### config.mk
export PLATFORM = sky130hd
export DESIGN_NAME = pe_feed_ctrl
export DESIGN_NICKNAME = d
export VERILOG_FILES = /design/src/rtl/pe_feed_ctrl.sv
export SDC_FILE = /design/constraint.sdc
export NUM_CORES = 1
export LEC_CHECK = 0
export ABC_CLOCK_PERIOD_IN_PS = 6200
export BUFFER_PORTS_ARGS = -buffer_cell sky130_fd_sc_hd__buf_2
export CORE_MARGIN = 4
export CORE_UTILIZATION = 58
export DETAILED_ROUTE_END_ITERATION = 8
export PLACE_DENSITY = 0.87
export SLEW_MARGIN = 20
export SYNTH_ARGS = -nofsm -noshare
export SYNTH_HDL_FRONTEND = slang
export SYNTH_SLANG_ARGS = --single-unit
### constraint.sdc
create_clock -name dout_clk -period 6.2 [get_ports dout_clk]
set_input_delay 0.93 -clock dout_clk [delete_from_list [all_inputs] [get_ports dout_clk]]
set_output_delay 0.93 -clock dout_clk [all_outputs]
set_load 0.005 [all_outputs]
### src/rtl/pe_feed_ctrl.sv
// Feed controller between the row pre-data stage and the PE array.
// It frames a run of rows, buffers them in a two-deep skid FIFO and guards each frame with a watchdog.
module pe_feed_ctrl #(
    parameter int unsigned DATA_W  = 208,
    parameter logic [15:0] TIMEOUT = 16'hFFFF
) (
    input  logic              dout_clk,
    input  logic              rst_n,
    input  logic              start,
    input  logic              abort,
    input  logic [7:0]        cfg_rows,
    input  logic [7:0]        cfg_padding,
    input  logic [DATA_W-1:0] din,
    input  logic              din_vld,
    output logic              en,
    output logic [7:0]        input_padding,
    output logic [DATA_W-1:0] pe_data,
    output logic              pe_vld,
    input  logic              pe_ready,
    output logic [7:0]        row_cnt,
    output logic              busy,
    output logic              frame_done,
    output logic [1:0]        err
);

    typedef enum logic [1:0] {IDLE, RUN, DRAIN, DONE} state_t;

    state_t            state_q, state_d;
    logic [7:0]        rows_q, rows_d;
    logic [7:0]        pad_q, pad_d;
    logic [7:0]        row_cnt_q, row_cnt_d;
    logic [1:0]        err_q, err_d;
    logic [1:0]        cnt_q, cnt_d;
    logic [15:0]       wdog_q, wdog_d, wdog_inc;
    logic [DATA_W-1:0] head_q, head_d;
    logic [DATA_W-1:0] skid_q, skid_d;
    logic              pop;
    logic              push;

    always_ff @(posedge dout_clk or negedge rst_n) begin
        if (!rst_n) begin
            state_q   <= IDLE;
            rows_q    <= '0;
            pad_q     <= '0;
            row_cnt_q <= '0;
            err_q     <= '0;
            cnt_q     <= '0;
            wdog_q    <= '0;
            head_q    <= '0;
            skid_q    <= '0;
        end else begin
            state_q   <= state_d;
            rows_q    <= rows_d;
            pad_q     <= pad_d;
            row_cnt_q <= row_cnt_d;
            err_q     <= err_d;
            cnt_q     <= cnt_d;
            wdog_q    <= wdog_d;
            head_q    <= head_d;
            skid_q    <= skid_d;
        end
    end

    always_comb begin
        state_d   = state_q;
        rows_d    = rows_q;
        pad_d     = pad_q;
        row_cnt_d = row_cnt_q;
        err_d     = err_q;
        cnt_d     = cnt_q;
        wdog_d    = wdog_q;
        head_d    = head_q;
        skid_d    = skid_q;
        wdog_inc  = wdog_q + 16'd1;
        pop       = (cnt_q != 2'd0) && pe_ready;
        push      = (state_q == RUN) && din_vld;

        // head_q is the output register, skid_q the second entry behind it
        if (push && (cnt_q == 2'd2) && !pop) begin
            err_d[0] = 1'b1;
        end else if (push && pop) begin
            if (cnt_q == 2'd2) begin
                head_d = skid_q;
                skid_d = din;
            end else begin
                head_d = din;
            end
        end else if (push) begin
            if (cnt_q == 2'd0) begin
                head_d = din;
                cnt_d  = 2'd1;
            end else begin
                skid_d = din;
                cnt_d  = 2'd2;
            end
        end else if (pop) begin
            head_d = skid_q;
            cnt_d  = cnt_q - 2'd1;
        end

        case (state_q)
            IDLE: begin
                if (start) begin
                    if (cfg_rows == 8'd0) begin
                        err_d[1] = 1'b1;
                    end else begin
                        rows_d    = cfg_rows;
                        pad_d     = cfg_padding;
                        row_cnt_d = '0;
                        err_d     = '0;
                        cnt_d     = '0;
                        wdog_d    = '0;
                        state_d   = RUN;
                    end
                end
            end
            RUN: begin
                if (din_vld) begin
                    row_cnt_d = row_cnt_q + 8'd1;
                    wdog_d    = '0;
                    if (row_cnt_d == rows_q) begin
                        state_d = DRAIN;
                    end
                end else if (wdog_inc == TIMEOUT) begin
                    err_d[1] = 1'b1;
                    cnt_d    = '0;
                    wdog_d   = '0;
                    state_d  = IDLE;
                end else begin
                    wdog_d = wdog_inc;
                end
            end
            DRAIN: begin
                if (cnt_q == 2'd0) begin
                    state_d = DONE;
                end
            end
            DONE: begin
                state_d = IDLE;
            end
            default: begin
                state_d = IDLE;
            end
        endcase

        // Abort overrides everything above, including a start or drop in the same cycle
        if (abort) begin
            state_d   = IDLE;
            cnt_d     = '0;
            wdog_d    = '0;
            row_cnt_d = row_cnt_q;
            err_d     = err_q;
            rows_d    = rows_q;
            pad_d     = pad_q;
            head_d    = head_q;
            skid_d    = skid_q;
        end
    end

    assign en            = (state_q == RUN);
    assign busy          = (state_q != IDLE);
    assign frame_done    = (state_q == DONE);
    assign input_padding = pad_q;
    assign pe_data       = head_q;
    assign pe_vld        = (cnt_q != 2'd0);
    assign row_cnt       = row_cnt_q;
    assign err           = err_q;

endmodule

==> results of run 1 <==
flip-flops by register name (all words and copies together), names as in the netlist:
signal / cells
cnt_q: 2
err: 2
input_padding: 8
pe_data: 208
row_cnt: 8
rows_q: 8
skid_q: 208
state_q: 2
wdog_q: 16
metrics by stage:
stage          total power, mW  std cells  instance area [um^2]  utilization (%)
6_report                  10.3       2542                 23900             71.4
5_1_grt                   11.0       2534                 23900             71.3
4_1_cts                   10.4       2525                 23900             71.2
3_5_place_dp              7.49       2440                 22300             66.6
3_3_place_gp              7.27       2440                 22300             66.6
2_1_floorplan             6.08       1624                 19700                -
synth_stat cells (8+ instances only):
cell type	n
dfrtp_1	462
nor2_1	226
mux2_2	224
a21oi_1	214
mux2i_1	208
buf_2	43
nand2_1	37
clkbuf_1	34
o21ai_0	27
buf_1	23
nand3_1	14
inv_1	13
nand4_1	12
or3_1	11
xnor2_1	8
power by group through the flow:
stage          registers [mW]  logic, mW  clock network (mW)
2_1_floorplan            4.72       1.36                   0
3_3_place_gp             4.68       2.59                   0
3_5_place_dp             4.75       2.74                   0
4_1_cts                  4.74       2.78                2.87
5_1_grt                  4.87       3.08                3.02
6_report                 4.76       2.76                2.83
critical path, stage by stage (launching register included):
cell and delay (ns):
dfrtp_1 0.37, inv_1 0.12, ha_1 0.26, inv_1 0.17
nand2_1 0.17, o211ai_1 0.29, buf_12 0.44, buf_12 0.45
mux2_2 0.42
metal layers:
layer	vias up	global-route usage [%]	share of wire, %
li1	6554	-	-
met1	7250	31.5	38
met2	602	44.1	49
met3	128	9.77	9.3
met4	12	10.6	3.7
met5	-	0	0.16
worst paths after layout:
path                             start           to  slack [ns]  depth (start not counted)
hold reg to reg            skid_q[204]  skid_q[204]        0.50                          1
setup reg to reg              cnt_q[0]   skid_q[96]        3.12                          8
max in group asynchronous        rst_n  skid_q[127]        4.29                          2
setup / recovery              cnt_q[0]   skid_q[96]        3.12                          8
hold / removal                   rst_n  skid_q[147]        0.50                          1
min in group dout_clk      skid_q[204]  skid_q[204]        0.50                          1
cells by family after synthesis:
| group | Yosys count | synth area share (%) |
|---|---|---|
| AOI/OAI and AO/OA | 271 | 7.39 |
| xor gates and xnor gates | 14 | 0.623 |
| adders and majority gates | 5 | 0.318 |
| buffers and inverters | 113 | 2.43 |
| DFF | 462 | 58.7 |
| muxes | 432 | 23.4 |
| and+or+nand+nor | 327 | 7.16 |
final cells by class:
cell class,instances,area [um^2],share of cell area (%)
sequential,462,11600,48.3
multi-input combinational,1049,7680,32.1
timing repair buffer,468,2470,10.3
clock buffer,71,1420,5.93
tap,448,561,2.34
clock inverter,14,140,0.586
inverter,13,48.8,0.204
antenna,17,42.5,0.178
==> reports/metrics.csv, run 1 <==
stage;metric;value;unit
cts;CTS Root Cell;clkbuf_16;
global_route;largest net degree at the start of global routing;211;
placement;post-place setup slack;2.92;ns
drt;vias post-DR;14546;
sta;RSZ-0062 raised after global routing;false;
logic_synthesis;Area contributors post-synth;dfrtp_1 59%, mux2_2 13%, mux2i_1 11%, a21oi_1 5.4%, nor2_1 4.3%;
sta;Max Slew Vio Count;0;
logic_synthesis;Yosys top cell by area;dfrtp_1;
power;Switching Power;3.19;mW
cts;CTS H-tree depth;2;
drt;vias per cell;5.72;
cts;CTS Hold Buffers Added;0;
floorplanning;Die X;192;um
floorplanning;Vert. Die Dim;192;um
floorplanning;Core Region;33500;um^2
worst_setup_path;crit-path max FO;113;
logic_synthesis;number of flops mapped to enable cells by yosys;0;
logic_synthesis;Netlist cell types;48;
power;Switching Share;30.9;%
logic_synthesis;register area share after synthesis;58.7;%
sta;final hold vios;0;
floorplanning;initial core utilization;58.7;%
sta;Tcrit/Tclk final;49.7;%
cts;TritonCTS clock tree;built;
power;internal cell power;7.15;mW
sta;minimum clock period;3.08;ns
logic_synthesis;number of cells produced by synthesis;1624;
floorplanning;Die Area;37000;um^2
cts;Clock Path Buffers;3;
cts;number of buffers created by CTS;46;
layout;most frequent cells in the layout;462 x dfrtp_1, 458 x buf_2, 225 x nor2_1;
logic_synthesis;fraction of registers with async set/reset;100;%
placement;hpwl dp;33.0;mm
global_route;number of global-route vias before repair;15083;
drt;# DRC;0;
power;clock share of power;27.3;%
logic_synthesis;Syn Area/Cell;12.1;um^2
sta;Worst Max-Slew Pin Slew;1.05;ns
worst_setup_path;Worst setup SP type;flip-flop;
layout;layout cell share with drive strength beyond 1;37.5;%
logic_synthesis;Most used DFF post-synth;dfrtp_1;
sta;clk_skew;0.0104;ns
drt;drt first pass iters;8;
logic_synthesis;register bit count reported by yosys;462;
layout;Syn-to-layout area delta;21.5;%
placement;RD Place Congestion;0.874;
worst_setup_path;crit path DAT;3.52;ns
cts;CTS resizes;0;
status;outcome;finished clean;
logic_synthesis;syn_nets;1859;
global_route;first-pass GRT wire length;79.0;mm
layout;Total Nets Final;2275;
power;leak pwr;12.6;nW
layout;fillers;2185;
drt;Starting DRT DRC Count;910;
placement;Buffers on Ports;459;
drt;DR WL/cell;20.0;um
cts;Clock Sinks;462;
logic_synthesis;share of the synthesized area in the top cell type;58.7;%
logic_synthesis;YS warnings;0;
cts;Post-CTS Setup Inserts;0;
sta;setup slack after layout;3.12;ns
hold_path;Hold WC Path Type;input pin to async pin;
global_route;GR Overflow Total;0;
power;cell area power density;432;nW/um^2
power;Max rail drop VDD;305;uV
sta;Slew headroom;29.9;%
sta;Setup TNS;0;ns
cts;clock latency on the worst-skew pair;0.57;ns
drt;final WL;50.8;mm
sta;WHS;0.503;ns
cts;clk slew on worst S/H paths;0.06;ns
global_route;initial antenna violation count;17;
sta;Max Fclk;324;MHz
power;Gate power share;26.7;%
logic_synthesis;Post-Syn Area;19700;um^2
power;sequential fraction of design power;46.0;%
worst_setup_path;CP Class;flip-flop to flip-flop;
worst_setup_path;required time worst endpoint;6.64;ns
global_route;GRT Total Usage;26.5;%
floorplanning;Rows;67;
drt;Routed Antenna Nets;0;
sta;Setup Viol. Count Final;0;
worst_setup_path;crit path capture type;flip-flop;
floorplanning;# IOs;460;
flow_run;max cap viols;0;
layout;most common cell after layout, fill and taps aside;dfrtp_1;
Note: power is estimated with default switching activity, not from simulation.
==> run 2, diff against run 1 <==
ABC_CLOCK_PERIOD_IN_PS = 2500   (was 6200)
CORE_UTILIZATION = 49   (was 58)
PLACE_DENSITY = 0.79   (was 0.87)
clock period = 2.5 ns   (was 6.2 ns; I/O delays follow)
==> run 2 against run 1 <==
  * Total power grew 150%
  * Via count grew 0.49%
  * Largest power group unchanged
  * Non-clock buffer count grew 56
  * Clock skew grew 0.0058 ns
  * Wire length grew 1.4%
  * Die area grew 18%
  * Hold slack lost 0.45 ns
  * Count of clock-buffer cells in the layout grew 2
==> reports/metrics.csv, run 2 (synthesized netlist as in run 1, its figures left out) <==
stage;metric;value;unit
sta;RSZ-0062 raised after global routing;false;
floorplanning;Core Region;39700;um^2
cts;Clock Path Buffers;3;
global_route;first-pass GRT wire length;81.6;mm
placement;Buffers on Ports;459;
flow_run;max cap viols;0;
power;internal cell power;18.0;mW
global_route;initial antenna violation count;16;
worst_setup_path;CP cell instances;inv_1 > ha_1 > inv_1 > nand2_1 > a22oi_1 > o211ai_1 > buf_4 > clkbuf_16 > buf_12 > mux2_2;
global_route;GRT Total Usage;22.9;%
drt;vias post-DR;14618;
floorplanning;# IOs;460;
global_route;GR Overflow Total;0;
cts;number of buffers created by CTS;48;
layout;fillers;2964;
sta;Max Fclk;416;MHz
drt;vias per cell;5.47;
layout;Syn-to-layout area delta;25.3;%
power;sequential fraction of design power;46.0;%
drt;# DRC;0;
global_route;grt met3 use;6.59;%
drt;drt first pass iters;5;
worst_setup_path;required time worst endpoint;2.94;ns
drt;final WL;51.5;mm
worst_setup_path;worst stage delay on the critical path;0.39;ns
sta;Setup Viol. Count Final;0;
drt;Routed Antenna Nets;0;
sta;minimum clock period;2.40;ns
floorplanning;Die X;208;um
power;Gate power share;26.3;%
sta;Worst Max-Slew Pin Slew;0.702;ns
sta;final hold vios;0;
worst_setup_path;Worst setup SP type;flip-flop;
global_route;gr busiest metal;met2;
drt;Starting DRT DRC Count;897;
cts;Clock Sinks;462;
layout;Total Nets Final;2333;
drt;DR WL/cell;19.3;um
global_route;GRT met1 Usage;29.4;%
worst_setup_path;crit-path max FO;32;
floorplanning;Vert. Die Dim;208;um
cts;clk slew on worst S/H paths;0.06;ns
hold_path;Hold WC Path Type;input pin to flip-flop;
cts;CTS H-tree depth;2;
placement;post-place setup slack;0.0590;ns
placement;RD Place Congestion;0.885;
power;Design Power;25.8;mW
global_route;largest net degree at the start of global routing;123;
floorplanning;Rows;73;
worst_setup_path;CP Class;flip-flop to flip-flop;
worst_setup_path;Slowest-stage cell, CP;dfrtp_1;
placement;hpwl dp;35.7;mm
layout;layout cell share with drive strength beyond 1;38.9;%
sta;WHS;0.0543;ns
layout;most frequent cells in the layout;462 x dfrtp_1, 458 x buf_2, 226 x nor2_1;
sta;Slew headroom;53.0;%
power;clock share of power;27.7;%
power;Switching Share;30.2;%
status;outcome;finished clean;
layout;most common cell after layout, fill and taps aside;dfrtp_1;
floorplanning;initial core utilization;49.6;%
layout;final core occ;62.1;%
cts;clock latency on the worst-skew pair;0.56;ns
power;cell area power density;1040;nW/um^2
floorplanning;Die Area;43500;um^2
cts;TritonCTS clock tree;built;
sta;Setup TNS;0;ns
sta;Max Slew Vio Count;0;
worst_setup_path;most frequent CP cell;inv_1;
worst_setup_path;crit path DAT;2.84;ns
power;leak pwr;13.0;nW
sta;setup slack after layout;0.0980;ns
worst_setup_path;crit path capture type;flip-flop;
power;Switching Power;7.78;mW
sta;Tcrit/Tclk final;96.1;%
global_route;met2 Use GR;37.4;%
global_route;number of global-route vias before repair;15378;
cts;CTS Root Cell;clkbuf_16;
power;Max rail drop VDD;685;uV
sta;clk_skew;0.0162;ns
run 2: changes by cell type in the layout (fill, tap and decap cells not counted), sizes merged:
cell,previous run,this run
clkinvlp,2,1
bufinv,2,4
dlygate4sd3,0,1
diode,17,12
buf,468,522
clkbuf,71,74
clkinv,10,7
run 2: power by group through the flow:
stage	combinational [mW]	sequential [mW]	clock, mW
finish	6.78	11.9	7.14
global route	7.54	12.2	7.60
CTS	6.88	11.8	7.30
detailed placement	6.82	11.9	0
global placement	6.52	11.7	0
floorplan	3.37	11.7	0
run 2: metrics by stage:
step                      area (um^2)  cells
after global routing            24700   2667
after global placement          23000   2568
final                           24700   2670
after detailed placement        23000   2568
after floorplan                 19700   1624
after CTS                       24600   2654
run 2: layer usage:
layer	part of all wire (%)	up-vias	wire length (um)
li1	-	6675	-
met1	41	7250	21100
met2	48	558	24600
met3	7.8	125	4010
met4	3.2	10	1660
met5	0.11	-	56
run 2: worst max-delay path, delay by kind of cell (launching register included):
kind,cells,cell delay [ns]
fa+ha+maj,1,0.24
buf+inv,5,0.89
mux,1,0.37
simple gates,1,0.20
compound gates,2,0.21
flops,1,0.39
run 2: worst paths after layout:
check / start / to / slack [ns] / depth (start not counted)
worst min-delay path: din[90] / skid_q[90] / 0.05 / 2
worst max register to register: cnt_q[0] / skid_q[182] / 0.1 / 10
min in group asynchronous: rst_n / skid_q[171] / 0.41 / 2
worst min register to register: input_padding[2] / input_padding[2] / 0.50 / 1
max in group asynchronous: rst_n / pe_data[179] / 1.36 / 3
worst max-delay path: cnt_q[0] / skid_q[182] / 0.1 / 10
run 2: layout make-up:
class / count / area, um^2 / area share (%)
diodes: 12 / 30.0 / 0.122
clock buffers: 73 / 1420 / 5.74
clock inverters: 12 / 163 / 0.659
inverters: 13 / 48.8 / 0.198
multi-input cells: 1049 / 7680 / 31.1
flip-flops and latches: 462 / 11600 / 46.9
well taps: 525 / 657 / 2.66
repair buffers: 524 / 3120 / 12.7
run 2: timing repair:
action,in CTS,in global routing
hold buffers,1,0
setup endpoints to repair,0,107
endpoints found under the hold margin,47,0
setup buffers,0,2
gates resized for setup,0,3
==> run 3, diff against run 2 <==
CAP_MARGIN = 20   (was not set)
GPL_TIMING_DRIVEN = 0   (was not set)
==> run 3 against run 2 <==
  * Sequential share of layout area is 0.099 points lower
  * Hold slack got worse by 0.013 ns
  * Total power rose by 2.2%
  * Fmax fell by 0.11%
  * Register-to-register slack about the same
  * Clock skew fell by 0.0073 ns
  * Sequential cell count stayed put
  * Design area increased by 0.23%
  * Non-clock buffer count rose by 39
  * First-iteration DRC count shrank 5.0%
  * Worst setup slack worse by 0.0027 ns
  * Critical endpoint is now pe_data[106]
==> reports/metrics.csv, run 3 (synthesized netlist as in run 1, its figures left out) <==
stage;metric;value;unit
floorplanning;Vert. Die Dim;208;um
global_route;first-pass GRT wire length;88.3;mm
floorplanning;# IOs;460;
drt;Routed Antenna Nets;0;
worst_setup_path;crit-path max FO;10;
sta;Worst Max-Slew Pin Slew;0.624;ns
drt;drt first pass iters;5;
sta;final hold vios;0;
global_route;number of global-route vias before repair;15829;
sta;Max Fclk;416;MHz
placement;hpwl dp;40.7;mm
status;outcome;finished clean;
layout;most frequent cells in the layout;473 x buf_2, 460 x dfrtp_1, 226 x nor2_1;
drt;Starting DRT DRC Count;852;
drt;# DRC;0;
sta;Max Slew Vio Count;0;
drt;final WL;55.9;mm
cts;Clock Path Buffers;3;
placement;Buffers on Ports;457;
layout;Total Nets Final;2372;
cts;clock latency on the worst-skew pair;0.56;ns
worst_setup_path;CP Class;flip-flop to flip-flop;
worst_setup_path;crit path DAT;2.87;ns
cts;CTS Root Cell;clkbuf_16;
drt;DR WL/cell;20.6;um
layout;layout cell share with drive strength beyond 1;40.2;%
floorplanning;Core Region;39700;um^2
floorplanning;Die X;208;um
hold_path;Hold WC Path Type;input pin to flip-flop;
placement;RD Place Congestion;0.902;
global_route;GR Overflow Total;0;
flow_run;max cap viols;0;
sta;Tcrit/Tclk final;96.2;%
layout;most common cell after layout, fill and taps aside;buf_2;
global_route;initial antenna violation count;14;
cts;clk slew on worst S/H paths;0.06;ns
cts;TritonCTS clock tree;built;
power;cell area power density;1070;nW/um^2
sta;Slew headroom;58.2;%
layout;Syn-to-layout area delta;25.6;%
global_route;GRT Total Usage;25.1;%
floorplanning;Die Area;43500;um^2
cts;number of buffers created by CTS;48;
floorplanning;Rows;73;
worst_setup_path;required time worst endpoint;2.97;ns
drt;vias post-DR;14983;
worst_setup_path;Reg2Reg Setup Slack;0.1;ns
cts;Clock Sinks;462;
cts;CTS H-tree depth;2;
sta;clk_skew;0.00884;ns
global_route;largest net degree at the start of global routing;105;
drt;vias per cell;5.53;
power;leak pwr;13.1;nW
sta;minimum clock period;2.40;ns
sta;Setup Viol. Count Final;0;
worst_setup_path;Worst setup SP type;flip-flop;
power;Design Power;26.4;mW
power;Max rail drop VDD;716;uV
floorplanning;initial core utilization;49.6;%
sta;WHS;0.0413;ns
worst_setup_path;crit path capture type;flip-flop;
[run 3: changes by cell type in the layout (fill, tap and decap cells not counted), moves of 3 or more]
| cell | delta |
|---|---|
| buf_16 | +5 |
| diode_2 | -3 |
| clkbuf_8 | +7 |
| clkbuf_4 | +15 |
| buf_2 | +15 |
| clkbuf_2 | +35 |
| buf_4 | -21 |
| buf_12 | -24 |
| buf_6 | +8 |
[run 3: layout make-up]
type	instances	area (um^2)
clock buffers	74	1490
multi-input cells	1049	7660
repair buffers	463	2440
well taps	525	657
inverters	13	48.8
clock inverters	14	204
diodes	9	22.5
plain buffers	100	643
flip-flops and latches	462	11600
fillers	3134	15000
[run 3: routing by layer]
| layer | track usage (%) | up-vias | wire length (um) |
|---|---|---|---|
| met3 | 7.42 | 149 | 4530 |
| li1 | - | 6741 | - |
| met2 | 42.2 | 569 | 27200 |
| met1 | 30.8 | 7514 | 22000 |
| met4 | 9.63 | 10 | 2100 |
| met5 | 0 | - | 71 |
[run 3: final timing paths]
kind	startpoint	to	cells after the start
hold reg to reg	err[0]	err[0]	2
hold / removal	cfg_padding[3]	input_padding[3]	2
min in group asynchronous	rst_n	skid_q[140]	2
setup reg to reg	cnt_q[0]	pe_data[106]	9
max in group asynchronous	rst_n	pe_data[80]	5
setup / recovery	cnt_q[0]	pe_data[106]	9
[run 3: timing repair]
item	CTS	global route
pin swaps	0	0
resized for setup	53	80
endpoints found under the setup margin	408	403
cloned	0	0
hold endpoints to repair	36	0
hold buffers	1	0
setup buffers	0	0
[run 3: worst max-delay path: stages (launching register included)]
cell and delay (ns):
dfrtp_1 0.35, inv_1 0.10, ha_1 0.26, and4bb_2 0.32, nand2_1 0.08, a21oi_1 0.23
clkbuf_2 0.38, clkbuf_2 0.30, nor2_1 0.08, a21oi_1 0.19
[run 3: where the power goes]
part / leakage (nW) / total, mW / internal [mW] / switching (mW)
Sequential: 5.83 / 11.8 / 10.2 / 1.59
Combinational: 6.45 / 6.97 / 3.46 / 3.51
Clock: 0.835 / 7.58 / 4.61 / 2.97
Total: 13.1 / 26.4 / 18.3 / 8.07
[run 3: metrics by stage]
stage	TNS [ns]	utilization, %	cell area [um^2]	instances	setup slack [ns]
floorplan	0	-	19700	1624	0.367
global placement	-3719.87	57.0	22600	2606	-7.92
detailed placement	-102.04	57.3	22800	2611	-0.564
CTS	-0.542	61.9	24600	2700	-0.0611
global route	-0.131	62.2	24700	2707	-0.0728
finish	0	62.3	24700	2709	0.0953
